<file path="src/rtl/dump_seq_pkg.sv">
// dump_seq_pkg: state encoding and default widths shared by the dump sequencer.
package dump_seq_pkg;
  localparam int TW_DEF = 12;
  localparam int NW_DEF = 16;
  localparam int INT_W_DEF = 8;
  typedef enum logic [2:0] {IDLE, ON, DUMP, GAP, DONE} state_t;
endpackage

</file>
<file path="src/rtl/dump_seq_phase_timer.sv">
// phase_timer: down-counter reloaded on phase entry; a load of 0 behaves as 1.
module phase_timer #(
  parameter int W = 12
) (
  input  logic         clk_sys,
  input  logic         rst,
  input  logic         load,
  input  logic [W-1:0] load_val,
  output logic         last
);
  logic [W-1:0] cnt;
  always_ff @(posedge clk_sys) begin
    if (rst) cnt <= '0;
    else if (load) cnt <= load_val == '0 ? W'(1) : load_val;
    else if (cnt != '0) cnt <= cnt - 1'b1;
  end
  assign last = cnt == W'(1);
endmodule

</file>
<file path="src/rtl/dump_seq.sv">
// dump_seq: rt_sw / soft_dump period sequencer with done pulse.
// Define DUMP_SEQ_ABORT_EN to add the abort input.
module dump_seq
  import dump_seq_pkg::*;
#(
  parameter int TW = TW_DEF,
  parameter int NW = NW_DEF,
  parameter int INT_W = INT_W_DEF
) (
  input  logic          clk_sys,
  input  logic          rst,
  input  logic          start,
`ifdef DUMP_SEQ_ABORT_EN
  input  logic          abort,
`endif
  input  logic [NW-1:0] n_per,
  input  logic [TW-1:0] t_on,
  input  logic [TW-1:0] t_dump,
  input  logic [TW-1:0] t_gap,
  output logic          rt_sw_o,
  output logic          s_dump_o,
  output logic          inter_n_o,
  output logic          busy
);
  localparam int IW = $clog2(INT_W + 1);
  localparam int CW = TW > IW ? TW : IW;
  state_t state, nxt;
  logic [NW-1:0] n_q, per_cnt, per_inc;
  logic [TW-1:0] on_q, dump_q, gap_q;
  logic ld, last;
  logic [CW-1:0] ld_val;
  assign per_inc = per_cnt + 1'b1;
  always_comb begin
    nxt = state;
    ld = 1'b0;
    ld_val = '0;
    case (state)
      IDLE: if (start) begin
        nxt = n_per == '0 ? DONE : ON;
        ld = 1'b1;
        ld_val = n_per == '0 ? CW'(INT_W) : CW'(t_on);
      end
      ON: if (last) begin
        nxt = DUMP;
        ld = 1'b1;
        ld_val = CW'(dump_q);
      end
      DUMP: if (last) begin
        nxt = GAP;
        ld = 1'b1;
        ld_val = CW'(gap_q);
      end
      GAP: if (last) begin
        nxt = per_inc < n_q ? ON : DONE;
        ld = 1'b1;
        ld_val = per_inc < n_q ? CW'(on_q) : CW'(INT_W);
      end
      DONE: if (last) nxt = IDLE;
      default: nxt = IDLE;
    endcase
`ifdef DUMP_SEQ_ABORT_EN
    if (abort && state != IDLE) begin
      nxt = IDLE;
      ld = 1'b0;
    end
`endif
  end
  phase_timer #(.W(CW)) u_timer (
    .clk_sys (clk_sys),
    .rst     (rst),
    .load    (ld),
    .load_val(ld_val),
    .last    (last)
  );
  // outputs are decoded from the next state so they line up with the registered state
  always_ff @(posedge clk_sys) begin
    if (rst) begin
      state <= IDLE;
      rt_sw_o <= 1'b0;
      s_dump_o <= 1'b0;
      inter_n_o <= 1'b1;
      busy <= 1'b0;
      per_cnt <= '0;
      n_q <= '0;
      on_q <= '0;
      dump_q <= '0;
      gap_q <= '0;
    end else begin
      state <= nxt;
      rt_sw_o <= nxt == ON;
      s_dump_o <= nxt == DUMP;
      inter_n_o <= nxt != DONE;
      busy <= nxt != IDLE;
      if (state == IDLE && start) begin
        n_q <= n_per;
        on_q <= t_on;
        dump_q <= t_dump;
        gap_q <= t_gap;
        per_cnt <= '0;
      end else if (state == GAP && last) per_cnt <= per_inc;
    end
  end
endmodule
</file>
<file path="config.mk">
export PLATFORM = sky130hd
export DESIGN_NAME = dump_seq
export DESIGN_NICKNAME = d
export VERILOG_FILES = /design/src/rtl/dump_seq_pkg.sv /design/src/rtl/dump_seq_phase_timer.sv /design/src/rtl/dump_seq.sv
export SDC_FILE = /design/constraint.sdc
export NUM_CORES = 1
export LEC_CHECK = 0
export ABC_AREA = 1
export CAP_MARGIN = 15
export CORE_ASPECT_RATIO = 0.7
export CORE_UTILIZATION = 40
export CTS_CLUSTER_DIAMETER = 40
export DETAILED_ROUTE_END_ITERATION = 8
export GPL_TIMING_DRIVEN = 1
export MAX_ROUTING_LAYER = met4
export RECOVER_POWER = 50
export SYNTH_ARGS = -nofsm -noshare
export SYNTH_HDL_FRONTEND = slang
export SYNTH_SLANG_ARGS = --single-unit
</file>
<file path="constraint.sdc">
create_clock -name clk_sys -period 2.75 [get_ports clk_sys]
set_input_delay 0.55 -clock clk_sys [delete_from_list [all_inputs] [get_ports clk_sys]]
set_output_delay 0.55 -clock clk_sys [all_outputs]
set_load 0.02 [all_outputs]
</file>
### Word-level counts from Yosys, hierarchy flattened

Cells that the tools add are included.

| word-level totals | value |
|---|---|
| register bits | 87 |
| input port bits | 55 |
| logic and storage cells | 53 |

| cells by class | value |
|---|---|
| add/subtract/negate cells | 2 |
| $lt $le $gt $ge | 1 |
| equality and inequality tests | 8 |
| multiplexer cells | 21 |
| reduce and logical (&&, ||, !) cells | 10 |

Operator list:

| kind | count |
|---|---|
| $mux 12 | 9 |
| $pmux 12 s4 | 1 |
| $mux 3 | 7 |
| $add 16x1->16 const B | 1 |
| $logic_not 16->1 | 1 |
| $lt 16x16->1 | 1 |
| $pmux 3 s5 | 1 |
| $eq 12x1->1 const B | 1 |
| $logic_not 12->1 | 1 |
| $reduce_bool 12->1 | 1 |
| $sub 12x1->12 const B | 1 |
| $eq 3x2->1 const B | 3 |
| $eq 3x1->1 const B | 2 |
| $eq 3x3->1 const B | 1 |
| $logic_not 3->1 | 1 |
| $ne 3x3->1 const B | 1 |
| $reduce_bool 3->1 | 1 |
| $reduce_or 3->1 | 1 |
| $logic_and 1x1->1 | 2 |
| $mux 1 | 2 |
| $pmux 1 s2 | 1 |
| $reduce_bool 2->1 | 1 |
| $reduce_or 2->1 | 1 |

### Longest topological paths before layout

Gate-level depths: netlist of the first run.

| logic depth | value |
|---|---|
| word-level depth | 8 |
| depth in mapped cells | 23 |
| gate-level depth less buffers | 23 |

### Modules after synthesis

Synthesis of the first run repeated with hierarchy kept, for this count alone.

| second synthesis, totals | value |
|---|---|
| cell total of the unflattened synthesis | 637 |
| area, all modules | 4608.2 sq um |

By module, submodules not included:

| module | times used | cells each | area an instance (sq um) |
|---|---|---|---|
| dump_seq | 1 | 494 | 3697.3 |
| phase_timer | 1 | 143 | 910.9 |

### Worst setup path before layout of the first run

No wires, ideal clock.

| timing path | value |
|---|---|
| path kind | register to register |
| start | reg per_cnt[0] |
| end | reg u_timer.cnt[0] |
| data arrival time | 2.803 ns |
| required time | 2.631 ns |
| setup slack | -0.172 ns |
| stages on the path, launching flop included | 24 |
| buffers on the path | 0 |
| clock period less this slack | 2.922 ns |
| path through | dfxtp_1 ha_1 nand3_1 inv_1 nand3_1 nor2_1 nand2_1 nor2_1 nand3_1 xor2_1 inv_1 ha_1 nand2_1 o21ai_0 a21oi_4 nand2_1 o21bai_1 clkinv_1 nand2_1 nor2_1 nand2_1 nand2_1 nand2_1 a21oi_1 |

| between the ends | value |
|---|---|
| longest elaborated chain between the ends | 8 |

Ends and longest elaborated chain:

| element | RTL line | RTL |
|---|---|---|
| start: declaration | dump_seq.sv:28 | `logic [NW-1:0] n_q, per_cnt, per_inc;` |
| start signal: assignment | dump_seq.sv:100 | `end else if (state == GAP && last) per_cnt <= per_inc;` |
| $add 16x1->16 * | dump_seq.sv:32 | `assign per_inc = per_cnt + 1'b1;` |
| net per_inc[14] | dump_seq.sv:28 |  |
| $lt 16x16->1 * | dump_seq.sv:56 | `ld_val = per_inc < n_q ? CW'(on_q) : CW'(INT_W);` |
| $mux 12 * | dump_seq.sv:56 |  |
| $mux 12 * | dump_seq.sv:53 | `GAP: if (last) begin` |
| $pmux 12 s4 * | dump_seq.sv:37 | `case (state)` |
| $logic_not 12->1 | dump_seq_phase_timer.sv:14 | `else if (load) cnt <= load_val == '0 ? W'(1) : load_val;` |
| $mux 12 * (2 in series) | dump_seq_phase_timer.sv:14 |  |
| end signal: assignment | dump_seq_phase_timer.sv:14 |  |
| end signal: assignment | dump_seq_phase_timer.sv:15 | `else if (cnt != '0) cnt <= cnt - 1'b1;` |
| end: declaration | dump_seq_phase_timer.sv:11 | `logic [W-1:0] cnt;` |

The timed path passes the listed nets; every way through them passes the cells marked *.
A chain may end at the register's enable or synchronous reset.

### Worst setup path in the final report of the first run

| timing path | value |
|---|---|
| start | reg per_cnt[0] |
| end | reg busy |

| between the ends | value |
|---|---|
| longest elaborated chain between the ends | 6 |

Ends and longest elaborated chain:

| element | RTL line | RTL |
|---|---|---|
| $add 16x1->16 | dump_seq.sv:32 |  |
| net per_inc[14] | dump_seq.sv:28 |  |
| $lt 16x16->1 | dump_seq.sv:54 | `nxt = per_inc < n_q ? ON : DONE;` |
| $mux 3 | dump_seq.sv:54 |  |
| $mux 3 | dump_seq.sv:53 |  |
| $pmux 3 s5 | dump_seq.sv:37 |  |
| $reduce_bool 3->1 | dump_seq.sv:93 | `busy <= nxt != IDLE;` |
| end signal: assignment | dump_seq.sv:82 | `busy <= 1'b0;` |
| end signal: assignment | dump_seq.sv:93 |  |
| end: declaration | dump_seq.sv:23 | `output logic busy` |

The timed path passes the listed nets, and every way through them passes these cells.

==> impl_metrics.csv, run 1 <==
group,metric,value,unit
outcome,outcome,"finished, violations left",
outcome,violations,"negative setup slack",
timing,skew,0.00715,ns
route,totalWireLength,12600,um
floorplan,std_cell_rows,32,
timing,grt_setup_unrepaired,"true",
timing,final_critical_path_setup_slack,-0.201,ns
power,totalPowerFinal,3.74,mW
placed_design,place_area,5640,um2
route,route.detailed.wl_per_inst,13.7,um
route,drt_first_pass_iters,5,
final_layout,design_area,6310,um2
power,ir_drop,0.000338,V
final_layout,insertedDiodeCount,0,
clock_tree,clock_sinks,87,
worst_hold_path,hp-class,"flip-flop to flip-flop",
synthesis,synth_ff_type,"dfxtp_1",
synthesis,post_synth_instance_area,4660,um2
clock_tree,tritoncts_clock_tree,"built",
worst_setup_path,arrival,3.19,ns
synthesis,synth-seq-area-share,37.3,%
placed_design,port_buffers,58,
synthesis,synthTopCellsByCount,"116 x nand2_1, 94 x inv_1, 90 x nor2_1, 87 x dfxtp_1, 75 x o21ai_0",
timing,fmax,339,MHz
worst_setup_path,critical_path_cell_by_cell,"ha_4, nand3_4, inv_4, nand3_4, nor2_4, nand2_2, nor2_2, nand3_1, xor2_1, inv_1, ha_4, nand2_4, nor4_4, nand2_2, nand2_4, nand2_2, o211ai_1, o221ai_2, o21ai_1, nand2_1",
worst_setup_path,worst-endpoint-required,2.99,ns
final_layout,sequential_cell_area,1750,um2
placed_design,final_wtd_congestion,0.848,
clock_tree,cts_htree_levels,3,
route,viasPerCell,4.85,
final_layout,n_fill_cell,1041,
timing,min_period,2.95,ns
synthesis,postSynthCellCount,670,
global_routing,via_count_of_the_first_global_routing_pass,4294,
route,postRouteAntennaNets,0,
synthesis,asyncSetResetFlopFracSynth,0,%
worst_setup_path,setup.worst_path.start_class,"flip-flop",
synthesis,syn_avg_cell_area,6.96,um2
synthesis,post_synth_num_cell_types,42,
floorplan,die-width,131,um
synthesis,netlist_top_cells_area,"dfxtp_1 37%, nand2_1 9.3%, o21ai_0 8.0%",
route,drt_drc_violations_left,0,
final_layout,post_route_cells_drive_above_1_share,18.7,%
global_routing,grt_start_max_net_pins,45,
synthesis,synth-seq-cells,87,
worst_setup_path,cp.buffers_inverters,2,
final_layout,layout-area-overhead-vs-synth,35.3,%
worst_setup_path,endpoint_kind,"flip-flop",
global_routing,grt_antenna_before_repair,0,
route,initialDrtViolationCount,394,
synthesis,synth_edf_count,0,
timing,max_slew_margin,48.7,%
worst_setup_path,worst_path_largest_cell_delay,0.37,ns
timing,drv_slew,0,
clock_tree,clock_insertion_delay_worst_skew,0.34,ns
global_routing,grt_util_all_layers,23.2,%
synthesis,yosysTopAreaCell,"dfxtp_1",
clock_tree,ctsLongestPathBuffers,2,
floorplan,ios,59,
floorplan,die-height,92.4,um
worst_setup_path,cp_slowest_cell,"dfxtp_4",
timing,min_period_over_period,107,%
synthesis,yosys.cell_count.top_type,"nand2_1",
synthesis,synth_fp_nets,743,
global_routing,grt-ovfl-total,0,
clock_tree,numCtsBuffers,9,
final_layout,multiInputGateArea,2660,um2
route,vias,4476,
worst_setup_path,path_max_fanout,5,
worst_setup_path,worst_path_most_repeated_cell,"nand2_2",
power,leakage,2.76,nW
worst_setup_path,criticalPathCategory,"flip-flop to flip-flop",
run,cap_viol_max_count,0,
power,powerDensity,593,nW/um2
synthesis,post-synth-top-area-fraction,37.3,%
clock_tree,clock_transition_at_the_registers_of_the_reported_paths,0.06,ns
worst_setup_path,crit_family,"simple AND/OR/NAND/NOR gates",
timing,worst_pin_slew,0.770,ns
floorplan,floorplan.initialDensity,41.8,%
timing,finalSetupViolations,14,
clock_tree,cts_root_buf,"clkbuf_16",
final_layout,final_nets,838,
placed_design,place.detailed.hpwl,9290,um
synthesis,yosys_warnings,0,
floorplan,die_area,12100,um2
floorplan,design.core.area,11200,um2
global_routing,first_pass_grt_wire_length,20900,um
timing,number_of_hold_violations_in_the_final_report,0,
per-layer routing:
layer,global-route usage [%],wire length (um),part of all wire [%]
met5,-,0,0
met2,32.1,5250,42
met3,5.43,805,6.4
met1,32.8,6420,51
met4,7.28,133,1.1
tightest hold or removal path, stage by stage (launching register included):
cell     delay [ns]
dfxtp_1        0.30
inv_1          0.06
a21oi_1        0.05
final cells by class:
cell class	instances	area share [%]
multi-input combinational	456	42.2
clock buffer	10	3.63
inverter	102	6.11
timing repair buffer	109	15.5
tap	153	3.03
clock inverter	5	1.71
sequential	87	27.8
stage by stage:
step | utilization (%) | TNS (ns) | hold WS (ns) | setup WS, ns | instances
2_1_floorplan | - | 0 | 0.425 | 0.00987 | 670
3_3_place_gp | 50.5 | -1.31 | 0.435 | -0.186 | 895
3_5_place_dp | 50.5 | -1.67 | 0.447 | -0.219 | 895
4_1_cts | 55.0 | -1.29 | 0.455 | -0.173 | 918
5_1_grt | 56.5 | -5.36 | 0.471 | -0.473 | 922
6_report | 56.5 | -1.30 | 0.453 | -0.201 | 922
flip-flops by register name (all words and copies together) (netlist names):
| signal | count |
|---|---|
| state | 3 |
| s_dump_o | 1 |
| busy | 1 |
| on_q | 12 |
| dump_q | 12 |
| rt_sw_o | 1 |
| u_timer.cnt | 12 |
| n_q | 16 |
| per_cnt | 16 |
| gap_q | 12 |
| inter_n_o | 1 |
power breakdown:
part           internal, mW  switching, mW  total (mW)  leakage [nW]
Combinational         0.365          0.531       0.895          1.88
Sequential             1.38         0.0819        1.46         0.719
Clock                 0.886          0.497        1.38         0.163
layout by cell type (no fill, tap or decap), drive strengths merged, types with 5 or more instances in the layout:
master         count
nor3               8
nand3             23
dfxtp             87
o21ai             83
inv              100
o22ai             10
a21oi             50
nor2             103
nand2            120
clkdlybuf4s50     52
ha                18
clkbuf            12
or2                5
dlygate4sd3        6
buf               49
xor2              14
final timing paths:
check	start	to	slack [ns]	cells after the start
worst min register to register	gap_q[2]$_SDFFE_PP0P_	gap_q[2]$_SDFFE_PP0P_	0.45	2
worst max-delay path	per_cnt[0]$_SDFFE_PP0P_	busy$_SDFF_PP0_	-0.20	20
worst min-delay path	gap_q[2]$_SDFFE_PP0P_	gap_q[2]$_SDFFE_PP0P_	0.45	2
worst max register to register	per_cnt[0]$_SDFFE_PP0P_	busy$_SDFF_PP0_	-0.20	20
cells by family (layout without fill, tap and decap cells):
kind of cell,count (synthesis),after routing,share of synthesized area [%]
flops,87,87,37.3
buf+inv,128,226,11.1
compound gates,158,158,18.7
xor+xnor,17,17,3.19
fa+ha+maj,18,18,4.83
simple gates,262,263,24.8
timing repair:
action                     4_1_cts  5_1_grt
pin swaps                        6       15
setup buffers                    7        5
gates resized for setup         25       35
setup endpoints to repair       18       18
hold buffers                     0        0
gates cloned                     1        0
Note: power is estimated with default switching activity, not from simulation.
==> run 2, diff against run 1 <==
ABC_AREA = unset   (was 1)
==> impl_metrics.csv, run 2 <==
group,metric,value,unit
outcome,outcome,"finished, violations left",
outcome,violations,"negative setup slack",
synthesis,synth_fp_nets,644,
timing,fmax,343,MHz
synthesis,synth_compound_area_share,20.1,%
final_layout,most_common_cell_after_layout_fill_and_taps_aside,"nand2_1",
synthesis,synth-simple-area-share,24.7,%
synthesis,yosysTopAreaCell,"dfxtp_1",
final_layout,multiInputGateArea,2680,um2
worst_setup_path,setup.worst_path.start_class,"flip-flop",
clock_tree,cts_htree_levels,3,
synthesis,post_synth_num_cell_types,56,
route,vias,4359,
worst_hold_path,hp-class,"flip-flop to flip-flop",
placed_design,port_buffers,58,
synthesis,synth_fa_ha_area_share,5.02,%
worst_setup_path,origin_of_the_worst_setup_path,"per_cnt[1]$_SDFFE_PP0P_",
power,leakage,2.28,nW
clock_tree,cts_root_buf,"clkbuf_16",
final_layout,design_area,5990,um2
timing,max_slew_margin,37.4,%
synthesis,asyncSetResetFlopFracSynth,0,%
worst_setup_path,worst_path_largest_cell_delay,0.47,ns
synthesis,synth-seq-area-share,38.8,%
timing,skew,0.00785,ns
worst_setup_path,worst_r2r_startpoint,"per_cnt[1]$_SDFFE_PP0P_",
route,totalWireLength,12600,um
route,postRouteAntennaNets,0,
synthesis,synth-seq-cells,87,
timing,worst_pin_slew,0.937,ns
power,ir_drop,0.000374,V
worst_setup_path,critical_path_cell_by_cell,"ha_4, nand3_4, or4_4, or2_4, xnor2_2, ha_1, a21o_1, nand3_1, o211ai_1, buf_4, a211oi_4, clkbuf_16, a21oi_2, nor2_1",
route,route.detailed.wl_per_inst,15.4,um
route,initialDrtViolationCount,445,
worst_setup_path,worst-endpoint-required,3.03,ns
synthesis,yosys.cell_count.top_type,"nand2_1",
clock_tree,ctsLongestPathBuffers,2,
worst_setup_path,worstReg2RegEnd,"u_timer.cnt[2]$_SDFFE_PP0P_",
run,cap_viol_max_count,0,
route,viasPerCell,5.36,
global_routing,first_pass_grt_wire_length,20500,um
worst_setup_path,cp_slowest_cell,"or4_4",
floorplan,die_area,11600,um2
timing,grt_setup_unrepaired,"true",
placed_design,place_area,5540,um2
route,drt_drc_violations_left,0,
clock_tree,tritoncts_clock_tree,"built",
floorplan,design.core.area,10600,um2
synthesis,post-synth-top-area-fraction,38.8,%
final_layout,sequential_cell_area,1750,um2
clock_tree,clock_insertion_delay_worst_skew,0.35,ns
worst_setup_path,worst_r2r_path_depth,14,
worst_setup_path,reg2reg_setup_slack,-0.17,ns
synthesis,synth_ff_type,"dfxtp_1",
floorplan,ios,59,
final_layout,layout-area-overhead-vs-synth,33.4,%
timing,setup_total_negative_slack,-2.25,ns
synthesis,yosys_warnings,0,
synthesis,post_synth_instance_area,4490,um2
timing,drv_slew,0,
floorplan,std_cell_rows,31,
power,powerDensity,767,nW/um2
global_routing,grt_antenna_before_repair,0,
synthesis,synthTopCellsByCount,"135 x nand2_1, 87 x dfxtp_1, 77 x a21oi_1, 38 x nor2_1, 23 x clkbuf_1",
global_routing,grt_util_all_layers,23.3,%
floorplan,floorplan.initialDensity,42.2,%
timing,finalSetupViolations,18,
synthesis,synth_edf_count,0,
clock_tree,cts_hold_repair.buffers,0,
timing,min_period_over_period,106,%
synthesis,synth_xor_xnor_area_share,7.03,%
worst_setup_path,path_max_fanout,5,
global_routing,grt-ovfl-total,0,
final_layout,biggest_registers_after_layout,"n_q (16), per_cnt (16)",
worst_setup_path,setup.worst_path.end,"u_timer.cnt[2]$_SDFFE_PP0P_",
synthesis,main_combinational_cell_family_by_area_after_synthesis,"simple AND/OR/NAND/NOR gates",
worst_setup_path,criticalPathCategory,"flip-flop to flip-flop",
final_layout,insertedDiodeCount,0,
timing,number_of_hold_violations_in_the_final_report,0,
route,drt_first_pass_iters,5,
final_layout,n_fill_cell,986,
worst_setup_path,endpoint_kind,"flip-flop",
worst_setup_path,arrival,3.20,ns
clock_tree,clock_sinks,87,
timing,min_period,2.92,ns
synthesis,postSynthCellCount,571,
synthesis,synth.mux.area_fraction,0,%
floorplan,die-height,90.6,um
final_layout,post_route_cells_drive_above_1_share,16.1,%
clock_tree,numCtsBuffers,9,
synthesis,syn_avg_cell_area,7.86,um2
clock_tree,clock_transition_at_the_registers_of_the_reported_paths,0.07,ns
floorplan,die-width,129,um
final_layout,layout.cells.most_common_list,"135 x nand2_1, 84 x dfxtp_1, 70 x a21oi_1",
placed_design,place.detailed.hpwl,9130,um
placed_design,final_wtd_congestion,0.865,
global_routing,via_count_of_the_first_global_routing_pass,4053,
synthesis,netlist_top_cells_area,"dfxtp_1 39%, nand2_1 11%, a21oi_1 8.6%",
timing,final_critical_path_setup_slack,-0.167,ns
global_routing,grt_start_max_net_pins,41,
final_layout,final_nets,734,
## run 2: how the worst min path moves through the flow
stage | startpoint | to | slack [ns] | depth (start not counted)
3_3_place_gp | on_q[3]$_SDFFE_PP0P_ | on_q[3]$_SDFFE_PP0P_ | 0.44 | 2
6_report | gap_q[0]$_SDFFE_PP0P_ | gap_q[0]$_SDFFE_PP0P_ | 0.45 | 2
2_1_floorplan | gap_q[0]$_SDFFE_PP0P_ | gap_q[0]$_SDFFE_PP0P_ | 0.44 | 2
4_1_cts | n_q[2]$_SDFFE_PP0P_ | n_q[2]$_SDFFE_PP0P_ | 0.46 | 2
3_5_place_dp | n_q[2]$_SDFFE_PP0P_ | n_q[2]$_SDFFE_PP0P_ | 0.45 | 2
5_1_grt | n_q[3]$_SDFFE_PP0P_ | n_q[3]$_SDFFE_PP0P_ | 0.48 | 2
## run 2: cell families (layout without fill, tap and decap cells)
logic type / Yosys count / count (layout)
AND/OR/NAND/NOR: 237 / 237
AO/OA/AOI/OAI: 143 / 143
flip-flops: 87 / 87
buffers and inverters: 50 / 145
XOR/XNOR: 36 / 36
adder cells (fa/ha/maj): 18 / 18
## run 2: repair_timing
action                                  in CTS  in global routing
endpoints found under the hold margin        0                  0
setup buffers                                5                  0
pin swaps                                    7                 10
endpoints found under the setup margin      18                 18
gates cloned                                 0                  1
resized for setup                           14                  8
## run 2: power by group
group	switching (mW)	leakage [nW]	internal [mW]	total [mW]
Combinational	0.926	1.41	0.723	1.65
Clock	0.522	0.158	0.762	1.28
Sequential	0.199	0.714	1.46	1.66
Total	1.65	2.28	2.94	4.59
## run 2: through the flow
stage | std cells | total power [mW] | hold slack [ns] | utilization [%] | worst slack [ns]
after CTS | 813 | 4.56 | 0.456 | 56.0 | -0.110
after detailed placement | 792 | 3.22 | 0.447 | 52.1 | -0.148
final | 814 | 4.59 | 0.454 | 56.3 | -0.167
after global placement | 792 | 3.20 | 0.445 | 52.1 | -0.0479
after floorplan | 571 | 2.68 | 0.436 | - | -0.0338
after global routing | 814 | 4.84 | 0.480 | 56.3 | -0.311
## run 2: layout make-up
type                       instances  area share, %
clock buffer                      10           4.18
clock inverter                     6           1.11
multi-input combinational        434           44.7
sequential                        87           29.2
timing repair buffer             109           16.4
tap                              148           3.09
inverter                          20           1.25
## run 2: layer usage
layer  wire length (um)  vias up  global-route usage [%]
li1                   -     2170                       -
met1               6370     2010                    34.2
met2               5050      156                    31.3
met3                914       23                    4.80
met4                233        0                    7.45
met5                  0        -                       -
## run 2: critical path: cells and delay by family (launching register included)
family	cells	cell delay, ns
flops	1	0.35
fa+ha+maj	2	0.35
buf+inv	2	0.40
compound gates	4	0.63
simple gates	5	0.98
xor+xnor	1	0.14
==> run 3, diff against run 2 <==
CORE_MARGIN = 2   (was unset)
SKIP_CTS_REPAIR_TIMING = 1   (was unset)
TNS_END_PERCENT = 30   (was unset)
==> impl_metrics.csv, run 3 (synthesis results as in run 2) <==
group,metric,value,unit
clock_tree,clock_transition_at_the_registers_of_the_reported_paths,0.07,ns
outcome,outcome,"finished, violations left",
run,cap_viol_max_count,0,
final_layout,most_common_cell_after_layout_fill_and_taps_aside,"nand2_1",
route,viasPerCell,5.19,
power,leakage,2.22,nW
worst_setup_path,path_max_fanout,6,
global_routing,first_pass_grt_wire_length,20300,um
power,power.share.combinational,35.9,%
timing,finalSetupViolations,18,
timing,skew,0.00414,ns
timing,min_period,2.88,ns
global_routing,via_count_of_the_first_global_routing_pass,4013,
timing,final_critical_path_setup_slack,-0.131,ns
final_layout,final_nets,733,
route,drt_drc_violations_left,0,
floorplan,die_area,12100,um2
clock_tree,cts_htree_levels,3,
final_layout,insertedDiodeCount,0,
floorplan,design.core.area,11000,um2
route,postRouteAntennaNets,0,
route,route.detailed.wl_per_inst,14.9,um
clock_tree,tritoncts_clock_tree,"built",
worst_hold_path,min_delay_path_depth,2,
final_layout,layout.cells.most_common_list,"134 x nand2_1, 82 x dfxtp_1, 75 x a21oi_1",
worst_setup_path,worstReg2RegEnd,"u_timer.cnt[7]$_SDFFE_PP0P_",
timing,worst_pin_slew,1.00,ns
timing,min_period_over_period,105,%
final_layout,layout-area-overhead-vs-synth,31.4,%
placed_design,place.detailed.hpwl,9200,um
power,ir_drop,0.000299,V
global_routing,grt_util_all_layers,22.1,%
clock_tree,ctsLongestPathBuffers,2,
route,initialDrtViolationCount,340,
floorplan,die-height,92.6,um
power,cellInternalPower,2.79,mW
worst_setup_path,worst_r2r_path_depth,14,
timing,fmax,347,MHz
worst_hold_path,min_delay_worst_endpoint,"n_q[2]$_SDFFE_PP0P_",
global_routing,grt-ovfl-total,0,
worst_setup_path,worst-endpoint-required,3.03,ns
route,totalWireLength,12200,um
power,powerDensity,751,nW/um2
clock_tree,clock_sinks,87,
timing,number_of_hold_violations_in_the_final_report,0,
placed_design,port_buffers,58,
final_layout,biggest_registers_after_layout,"n_q (16), per_cnt (16)",
timing,max_slew_margin,32.9,%
outcome,violations,"negative setup slack",
route,vias,4247,
worst_setup_path,arrival,3.16,ns
worst_hold_path,hp-class,"flip-flop to flip-flop",
clock_tree,numCtsBuffers,9,
worst_setup_path,worst_r2r_startpoint,"per_cnt[1]$_SDFFE_PP0P_",
power,share_clk_of_total_power,26.9,%
worst_setup_path,criticalPathCategory,"flip-flop to flip-flop",
floorplan,floorplan.initialDensity,40.9,%
placed_design,final_wtd_congestion,0.905,
final_layout,design_area,5890,um2
final_layout,post_route_cells_drive_above_1_share,15.0,%
power,switching_share,37.0,%
power,proportion_of_power_drawn_by_flip_flops_and_latches,37.2,%
global_routing,grt_antenna_before_repair,0,
power,totalPowerFinal,4.43,mW
clock_tree,cts_root_buf,"clkbuf_16",
worst_setup_path,endpoint_kind,"flip-flop",
timing,finalHoldWorstSlack,0.455,ns
worst_hold_path,hold_start,"n_q[2]$_SDFFE_PP0P_",
timing,grt_setup_unrepaired,"true",
clock_tree,clock_insertion_delay_worst_skew,0.34,ns
floorplan,ios,59,
final_layout,n_fill_cell,1056,
floorplan,std_cell_rows,32,
route,drt_first_pass_iters,5,
worst_setup_path,reg2reg_setup_slack,-0.13,ns
placed_design,place_area,5540,um2
timing,drv_slew,0,
floorplan,die-width,131,um
global_routing,grt_start_max_net_pins,45,
worst_setup_path,setup.worst_path.start_class,"flip-flop",
power,netsw,1.64,mW
-- run 3: changes by cell type in the layout (fill, tap and decap cells not counted), moves of 2 or more --
| cell | delta |
|---|---|
| clkinv_2 | -2 |
| a21oi_1 | +5 |
| nor2_1 | +2 |
| dfxtp_1 | -2 |
| buf_4 | -4 |
| a21oi_2 | -5 |
| clkinvlp_4 | +2 |
| inv_8 | +2 |
| buf_6 | +4 |
| a211oi_1 | +2 |
| clkbuf_16 | -2 |
-- run 3: layout make-up --
class                      count  area (um2)  share of cell area, %
clock inverter                 7        63.8                   1.08
tap                          153         191                   3.25
sequential                    87        1750                   29.7
inverter                      20        75.1                   1.27
timing repair buffer         108         955                   16.2
clock buffer                   9         225                   3.82
multi-input combinational    434        2630                   44.6
-- run 3: per-stage QoR --
step	worst slack, ns	TNS, ns	util [%]	std cells
after floorplan	-0.0338	-0.0730	-	571
after global placement	-0.109	-0.472	50.5	800
after detailed placement	-0.193	-1.13	50.5	800
after CTS	-0.221	-1.54	53.1	816
after global routing	-0.256	-3.59	53.7	818
final	-0.131	-1.27	53.7	818
-- run 3: critical path: stages (launching register included) --
cell	delay (ns)
dfxtp_4	0.37
ha_4	0.15
nand3_4	0.07
or4_4	0.47
or2_4	0.26
xnor2_1	0.13
ha_1	0.20
a21o_1	0.17
nand3_1	0.07
o211ai_1	0.09
buf_4	0.17
a211oi_4	0.28
buf_6	0.17
nand2_1	0.06
a21oi_1	0.15
-- run 3: power groups by stage --
stage | Clock (mW) | Sequential [mW] | Combinational, mW
floorplan | 0 | 1.63 | 1.04
global placement | 0 | 1.67 | 1.53
detailed placement | 0 | 1.67 | 1.55
CTS | 1.22 | 1.64 | 1.56
global route | 1.27 | 1.68 | 1.76
finish | 1.19 | 1.65 | 1.59
-- run 3: layer usage --
layer | vias to the layer above | track usage, % | wire (um)
met5 | - | - | 0
met4 | 0 | 6.83 | 184
met3 | 16 | 4.27 | 619
met2 | 92 | 30.5 | 5130
met1 | 1977 | 32.3 | 6260
li1 | 2162 | - | -
-- run 3: how the worst max path moves through the flow --
| stage | end | start |
|---|---|---|
| 2_1_floorplan | inter_n_o$_SDFF_PP1_ | per_cnt[1]$_SDFFE_PP0P_ |
| 3_3_place_gp | u_timer.cnt[0]$_SDFFE_PP0P_ | per_cnt[2]$_SDFFE_PP0P_ |
| 3_5_place_dp | u_timer.cnt[0]$_SDFFE_PP0P_ | per_cnt[1]$_SDFFE_PP0P_ |
| 4_1_cts | u_timer.cnt[0]$_SDFFE_PP0P_ | per_cnt[1]$_SDFFE_PP0P_ |
| 5_1_grt | u_timer.cnt[1]$_SDFFE_PP0P_ | per_cnt[3]$_SDFFE_PP0P_ |
| 6_report | u_timer.cnt[7]$_SDFFE_PP0P_ | per_cnt[1]$_SDFFE_PP0P_ |
